File: config.mk
export PLATFORM = sky130hd
export DESIGN_NAME = memory_arbiter_rr
export DESIGN_NICKNAME = d
export VERILOG_FILES = /design/src/rtl/memory_arbiter_rr.sv
export SDC_FILE = /design/constraint.sdc
export NUM_CORES = 1
export LEC_CHECK = 0
export ABC_AREA = 1
export CORE_AREA = 2 2 202 204
export DETAILED_ROUTE_END_ITERATION = 8
export DIE_AREA = 0 0 204 206
export GPL_TIMING_DRIVEN = 1
export SYNTH_ARGS = -nofsm -noshare
export SYNTH_HDL_FRONTEND = slang
export SYNTH_SLANG_ARGS = --single-unit
File: constraint.sdc
create_clock -name clock -period 1 [get_ports clock]
set_input_delay 0.1 -clock clock [delete_from_list [all_inputs] [get_ports clock]]
set_output_delay 0.1 -clock clock [all_outputs]
set_load 0.01 [all_outputs]
File: src/rtl/memory_arbiter_rr.sv
// memory_arbiter_rr: shares one memory port among ACCESSOR_COUNT accessors.
// Arbitration is either fixed priority (lowest index wins) or round-robin.
// A grant is held while the winner keeps requesting, while memory_ready is
// high, or while the winner holds its lock. Every release passes through one
// IDLE cycle, and re-arbitration happens in that cycle.
module memory_arbiter_rr #(
    parameter int SIZE           = 32,
    parameter int ACCESSOR_COUNT = 4,
    parameter int PRIORITY_MODE  = 1,
    localparam int INDEX_SIZE    = (ACCESSOR_COUNT > 1) ? $clog2(ACCESSOR_COUNT) : 1
) (
    input  logic                           clock,
    input  logic                           reset,

    output logic                           memory_enable,
    output logic                           memory_operation,
    input  logic                           memory_ready,
    output logic [1:0]                     memory_data_size,
    output logic [SIZE-1:0]                memory_address,
    input  logic [SIZE-1:0]                memory_data_in,
    output logic [SIZE-1:0]                memory_data_out,

    input  logic [ACCESSOR_COUNT-1:0]      accessor_memory_enable,
    input  logic [ACCESSOR_COUNT-1:0]      accessor_memory_lock,
    input  logic [ACCESSOR_COUNT-1:0]      accessor_memory_operation,
    output logic [ACCESSOR_COUNT-1:0]      accessor_memory_ready,
    input  logic [2*ACCESSOR_COUNT-1:0]    accessor_memory_data_size,
    input  logic [SIZE*ACCESSOR_COUNT-1:0] accessor_memory_address,
    output logic [SIZE*ACCESSOR_COUNT-1:0] accessor_memory_data_in,
    input  logic [SIZE*ACCESSOR_COUNT-1:0] accessor_memory_data_out,

    output logic                           grant_valid,
    output logic [INDEX_SIZE-1:0]          grant_index
);

    typedef enum logic {
        IDLE    = 1'b0,
        GRANTED = 1'b1
    } state_t;

    state_t                state_q, state_d;
    logic                  grant_valid_q;
    logic [INDEX_SIZE-1:0] grant_index_q, grant_index_d;
    logic [INDEX_SIZE-1:0] rr_pointer_q, rr_pointer_d;

    logic                  any_request;
    logic [INDEX_SIZE-1:0] winner;
    logic                  found_lo, found_hi;
    logic [INDEX_SIZE-1:0] lo_index, hi_index;

    logic                  sel_enable;
    logic                  sel_lock;
    logic                  sel_operation;
    logic [1:0]            sel_data_size;
    logic [SIZE-1:0]       sel_address;
    logic [SIZE-1:0]       sel_data_out;

    assign any_request = |accessor_memory_enable;

    // Pick the winner among current requests.
    // Round-robin is done as two scans instead of a modulo walk: the first
    // requester above rr_pointer wins, otherwise the lowest requester overall
    // (the wrap-around case). Same order as starting at rr_pointer+1 mod N.
    always_comb begin
        found_lo = 1'b0;
        found_hi = 1'b0;
        lo_index = '0;
        hi_index = '0;
        for (int unsigned i = 0; i < ACCESSOR_COUNT; i++) begin
            if (accessor_memory_enable[i]) begin
                if (!found_lo) begin
                    found_lo = 1'b1;
                    lo_index = INDEX_SIZE'(i);
                end
                if (!found_hi && (INDEX_SIZE'(i) > rr_pointer_q)) begin
                    found_hi = 1'b1;
                    hi_index = INDEX_SIZE'(i);
                end
            end
        end
        if (PRIORITY_MODE == 0) begin
            winner = lo_index;
        end else begin
            winner = found_hi ? hi_index : lo_index;
        end
    end

    // Select the granted accessor's request signals; valid in both states.
    always_comb begin
        sel_enable    = 1'b0;
        sel_lock      = 1'b0;
        sel_operation = 1'b0;
        sel_data_size = '0;
        sel_address   = '0;
        sel_data_out  = '0;
        for (int unsigned i = 0; i < ACCESSOR_COUNT; i++) begin
            if (grant_index_q == INDEX_SIZE'(i)) begin
                sel_enable    = accessor_memory_enable[i];
                sel_lock      = accessor_memory_lock[i];
                sel_operation = accessor_memory_operation[i];
                sel_data_size = accessor_memory_data_size[2*i +: 2];
                sel_address   = accessor_memory_address[SIZE*i +: SIZE];
                sel_data_out  = accessor_memory_data_out[SIZE*i +: SIZE];
            end
        end
    end

    // Next-state decision for the grant FSM.
    always_comb begin
        state_d       = state_q;
        grant_index_d = grant_index_q;
        rr_pointer_d  = rr_pointer_q;
        case (state_q)
            IDLE: begin
                if (any_request) begin
                    state_d       = GRANTED;
                    grant_index_d = winner;
                    rr_pointer_d  = winner;
                end
            end
            GRANTED: begin
                if (!sel_enable && !memory_ready && !sel_lock) begin
                    state_d = IDLE;
                end
            end
            default: state_d = IDLE;
        endcase
    end

    // Grant FSM registers; reset leaves index 0 as first round-robin preference.
    always_ff @(posedge clock) begin
        if (reset) begin
            state_q       <= IDLE;
            grant_valid_q <= 1'b0;
            grant_index_q <= '0;
            rr_pointer_q  <= INDEX_SIZE'(ACCESSOR_COUNT - 1);
        end else begin
            state_q       <= state_d;
            grant_valid_q <= (state_d == GRANTED);
            grant_index_q <= grant_index_d;
            rr_pointer_q  <= rr_pointer_d;
        end
    end

    // Per-accessor ready routing and unconditional read-data broadcast.
    for (genvar g = 0; g < ACCESSOR_COUNT; g++) begin : g_accessor
        assign accessor_memory_ready[g] = (state_q == GRANTED) &&
                                          (grant_index_q == INDEX_SIZE'(g)) &&
                                          memory_ready;
        assign accessor_memory_data_in[SIZE*g +: SIZE] = memory_data_in;
    end

    assign memory_enable    = (state_q == GRANTED) && sel_enable;
    assign memory_operation = sel_operation;
    assign memory_data_size = sel_data_size;
    assign memory_address   = sel_address;
    assign memory_data_out  = sel_data_out;

    assign grant_valid = grant_valid_q;
    assign grant_index = grant_index_q;

endmodule
Word level (Yosys, flattened, before mapping)
Index checks and enable logic that the tools add are counted.
Word-level totals
  flip-flop bits (word level): 5
  output and inout bits: 203
Operators by class
  bitwise gates (word level): 1
  reductions and logical operators: 23
  order comparisons: 4
  equality and inequality tests: 3
  multiplexer cells: 51
Operator list (count)
  $mux W32: 8
  $mux W1: 29
  $mux W2: 13
  $logic_and A1 B1 Y1: 14
  $logic_not A1 Y1: 6
  $eq A2 B2 Y1 const B: 2
  $gt A1 B2 Y1 const A: 2
  $gt A2 B2 Y1 const A: 2
  $reduce_or A4 Y1: 1
  $eq A2 B1 Y1 const B: 1
  $logic_not A2 Y1: 1
  $pmux W1 S2: 1
  $reduce_and A2 Y1: 1
  $not A1 Y1: 1

Logic depth before layout (Yosys ltp)
  word-level depth: 16
  mapped depth: 7
  gate-level depth less buffers: 7

Least setup slack after synthesis
No wires, ideal clock.
  kind: register -> output
  start point: reg grant_index_q[1], in the netlist grant_index[1]
  end point: out memory_address[10]
  required time: 900 ps
  arrival time: 1189 ps
  path slack: -289 ps
  path buffers: 3
  cell stages (with the launch flop): 8
  cells stage by stage: dfxtp_1 > buf_4 > inv_4 > nor2_4 > buf_4 > buf_2 > nand2_1 > nand4_1
Between the ends
  cells in the longest elaborated chain, start to end: 5
  elaborated cells between the ends (all ways): 8
  those cells by class: eq/ne (3); mux (4); reduce/logical (1)
RTL lines
  from (decl): line 43  | logic [INDEX_SIZE-1:0] grant_index_q, grant_index_d;
  from (signal assigned): line 140  | grant_index_q <= grant_index_d;
  $logic_not A2 Y1: line 97  | if (grant_index_q == INDEX_SIZE'(i)) begin
  $mux W32 (3 in series): line 97
  $mux W32 *: line 97
  to (decl): line 19  | output logic [SIZE-1:0] memory_address,
Mark *: on every way between the ends. The rest lies on a longest branch, timed or not.

Worst setup path in the final report
  start point: reg grant_index_q[1], in the netlist grant_index[1]
  end point: out memory_data_out[23]
Between the ends
  cells in the longest elaborated chain, start to end: 5
  elaborated cells between the ends (all ways): 8
  those cells by class: eq/ne (3); mux (4); reduce/logical (1)
RTL lines
  $logic_not A2 Y1: line 97
  $mux W32 (3 in series): line 97
  $mux W32 *: line 97
  to (decl): line 21  | output logic [SIZE-1:0] memory_data_out,
Marked as above.

==> results.tsv <==
stage	metric	value	unit
placement	placed cell count	1333	
route	drt wl/cell	16.4	um
cells_and_area	Final nets	1168	
floorplanning	Starting Density	7.59	%
power_and_ir_drop	Psw	2.62	mW
power_and_ir_drop	part of the power in registers	4.4	%
timing	post-route setup slack	-0.632	ns
timing	Slew headroom	77.5	%
power_and_ir_drop	maximum VDD drop	0.390	mV
yosys	sequential share of the synthesized area	3.28	%
clock_network	CTS tree	yes	
power_and_ir_drop	Leak	3.04	nW
global_route	grt total ovfl	0	
power_and_ir_drop	internal power	3.78	mW
setup_path	worst path cell trace	buf_6 -> nor2_4 -> buf_12 -> buf_16 -> buf_12 -> nand2_2 -> nand4_1 -> buf_2	
global_route	initial antenna violation count	5	
route	via count	4901	
placement	DP HPWL	15700	um
route	Via-to-Cell Ratio	3.53	
global_route	pin count of the biggest net entering global routing	31	
timing	fin. max-slew vios	0	
placement	area post-placement	6600	sq um
timing	Max Fclk	613	MHz
cells_and_area	Fillers	4506	
floorplanning	Horiz. Die Dim	204	um
run_status	failing checks	setup timing	
cells_and_area	post-layout util	18.8	%
timing	Setup Viol. Count Final	77	
cells_and_area	Post-Layout Cell Count	1388	
yosys	Post-Syn Area	3050	sq um
cells_and_area	Synth-to-Final Area Change	148	%
floorplanning	Row Count	74	
setup_path	crit-path max cell delay	0.36	ns
clock_network	clk root buf	clkbuf_16	
setup_path	Setup crit end kind	output pin	
clock_network	total CTS buffers	3	
route	Top Metal Used	met5	
cells_and_area	post-route cell area	7550	sq um
setup_path	Top delay family on crit path	buffers and inverters	
floorplanning	I/O pin cnt	514	
yosys	synthesized area per cell	5.39	sq um
yosys	Yosys warning total	0	
clock_network	H-tree levels	1	
setup_path	critical path's most frequent cell	buf_12	
cells_and_area	antenna cells	0	
yosys	post-synthesis register bit count	5	
global_route	Global Route Usage Sum	9.36	%
route	final wirelength	22800	um
setup_path	worst-path fanout max	7	
timing	period utilization	163	%
timing	RSZ-0062 raised after global routing	true	
yosys	Syn Nets	877	
min_path	worst hold path type	in2out	
route	WL met1	8530	um
yosys	post-synthesis cell type count	20	
setup_path	Arr. time, crit path	1.53	ns
power_and_ir_drop	clock share of power	10.4	%
placement	GP Congestion	0.840	
clock_network	Clock Latency Late Sink	0.23	ns
timing	slew of the pin with the lowest slew margin	0.337	ns
cells_and_area	layout cells sized above 1	32.6	%
route	DRC	0	
route	met3 WL	2280	um
route	Pre-antenna DRT Iters	4	
setup_path	Required @ worst endpoint	0.90	ns
timing	Worst Clk Skew	0.000174	ns
clock_network	clock-pin slew on the worst setup and hold paths	0.03	ns
power_and_ir_drop	switch share	41.0	%
run	max cap viols	0	
power_and_ir_drop	Pwr Density	848	nW/um^2
global_route	vias in the first global route	4682	
run_status	status	complete, but fails checks	
route	initial DRC count	306	
setup_path	Startpoint Class	flip-flop	
timing	final hold vios	0	
route	ANT nets after route	0	
route	wire length on met2	10900	um
setup_path	worst path bufs/invs	5	
power_and_ir_drop	combinational power share	85.3	%
floorplanning	core region area	40200	sq um
yosys	Post-Syn Instances	566	
global_route	first-pass GRT wire length	28800	um
placement	PortBufs	353	
power_and_ir_drop	Tot Pwr	6.40	mW
clock_network	CTS Buffer Depth	2	
timing	crit path time final	1.63	ns
floorplanning	chip height	206	um
setup_path	worst setup path class	reg2out	
clock_network	clock sink total	5	
setup_path	CP max-delay cell	dfxtp_4	
floorplanning	Die ar.	42000	sq um
-- power by group through the flow --
stage,logic (mW),registers (mW),clock network (mW)
global placement,4.62,0.271,0
detailed placement,4.63,0.273,0
finish,5.46,0.279,0.664
floorplan,2.14,0.265,0
global route,5.81,0.283,0.681
CTS,5.30,0.273,0.679
-- Yosys cell counts (all sizes together) --
library cell	instances	area, sq um
nor3	3	15.0
dfxtp	5	100
nor2	10	52.6
o21bai	1	7.51
o21ai	3	15.0
a21boi	1	7.51
nand4	67	419
clkbuf	10	37.5
inv	9	36.3
a21oi	7	35.0
buf	155	1120
nand3	73	365
nand2	222	836
-- final cells by class --
type	instances	area [sq um]	share of cell area, %
clock buffers	4	78.8	1.04
multi-input cells	387	2090	27.6
repair buffers	451	4560	60.4
well taps	532	666	8.81
inverters	9	48.8	0.646
flip-flops and latches	5	113	1.49
-- placed cells by master, fill, tap and decap left out, types with 3 or more instances in the layout --
master,synthesis,final
nand2_2,1,64
a21oi_2,0,4
nand3_1,73,70
clkdlybuf4s50_1,0,274
nand2_1,221,146
buf_4,136,32
dfxtp_4,0,3
buf_16,0,10
inv_2,2,3
inv_1,6,3
buf_12,0,19
clkbuf_16,0,6
buf_8,0,4
nand4_1,67,67
nor2_1,8,7
nand2_4,0,12
nor2_4,2,3
buf_2,18,69
dlygate4sd2_1,0,4
nand3_2,0,3
buf_6,1,36
-- sequential cells by signal, summed over array words and instances (netlist names) --
register,flops
grant_index,2
rr_pointer_q,2
grant_valid,1
-- stage by stage --
stage	setup slack, ns	setup TNS [ns]	hold WS [ns]
6_report	-0.632	-41.98	0.200
5_1_grt	-0.686	-45.63	0.200
4_1_cts	-0.684	-44.96	0.200
3_5_place_dp	-0.791	-54.35	0.200
3_3_place_gp	-0.764	-53.22	0.200
2_1_floorplan	-0.164	-10.34	0.162
-- what timing repair did --
action	CTS	global route
hold buffers	0	0
setup endpoints to repair	79	79
gates cloned	11	3
buffers inserted	35	6
pin swaps	26	36
gates resized for setup	390	98
-- per-layer routing --
metal,up-vias,track usage (%)
met3,75,2.82
met2,289,16.8
li1,2336,-
met5,-,0
met4,6,4.30
met1,2195,10.1
-- cells by family after synthesis --
| family | Yosys count | share of synthesized area (%) |
|---|---|---|
| and+or+nand+nor | 375 | 55.4 |
| buffers and inverters | 174 | 39.2 |
| AOI/OAI and AO/OA | 12 | 2.13 |
| DFF | 5 | 3.28 |
-- path summary, 6_finish.rpt --
kind / start / endpoint / slack (ns) / cells past startpoint
max reg2reg: grant_index[1]$_SDFFE_PP0P_ / grant_valid$_SDFF_PP0_ / -0.63 / 10
min reg2reg: grant_valid$_SDFF_PP0_ / grant_valid$_SDFF_PP0_ / 0.50 / 2
min: memory_data_in[13] / accessor_memory_data_in[109] / 0.20 / 0
max: grant_index[1]$_SDFFE_PP0P_ / memory_data_out[23] / -0.63 / 8
Power figures use the tool's default switching activity.
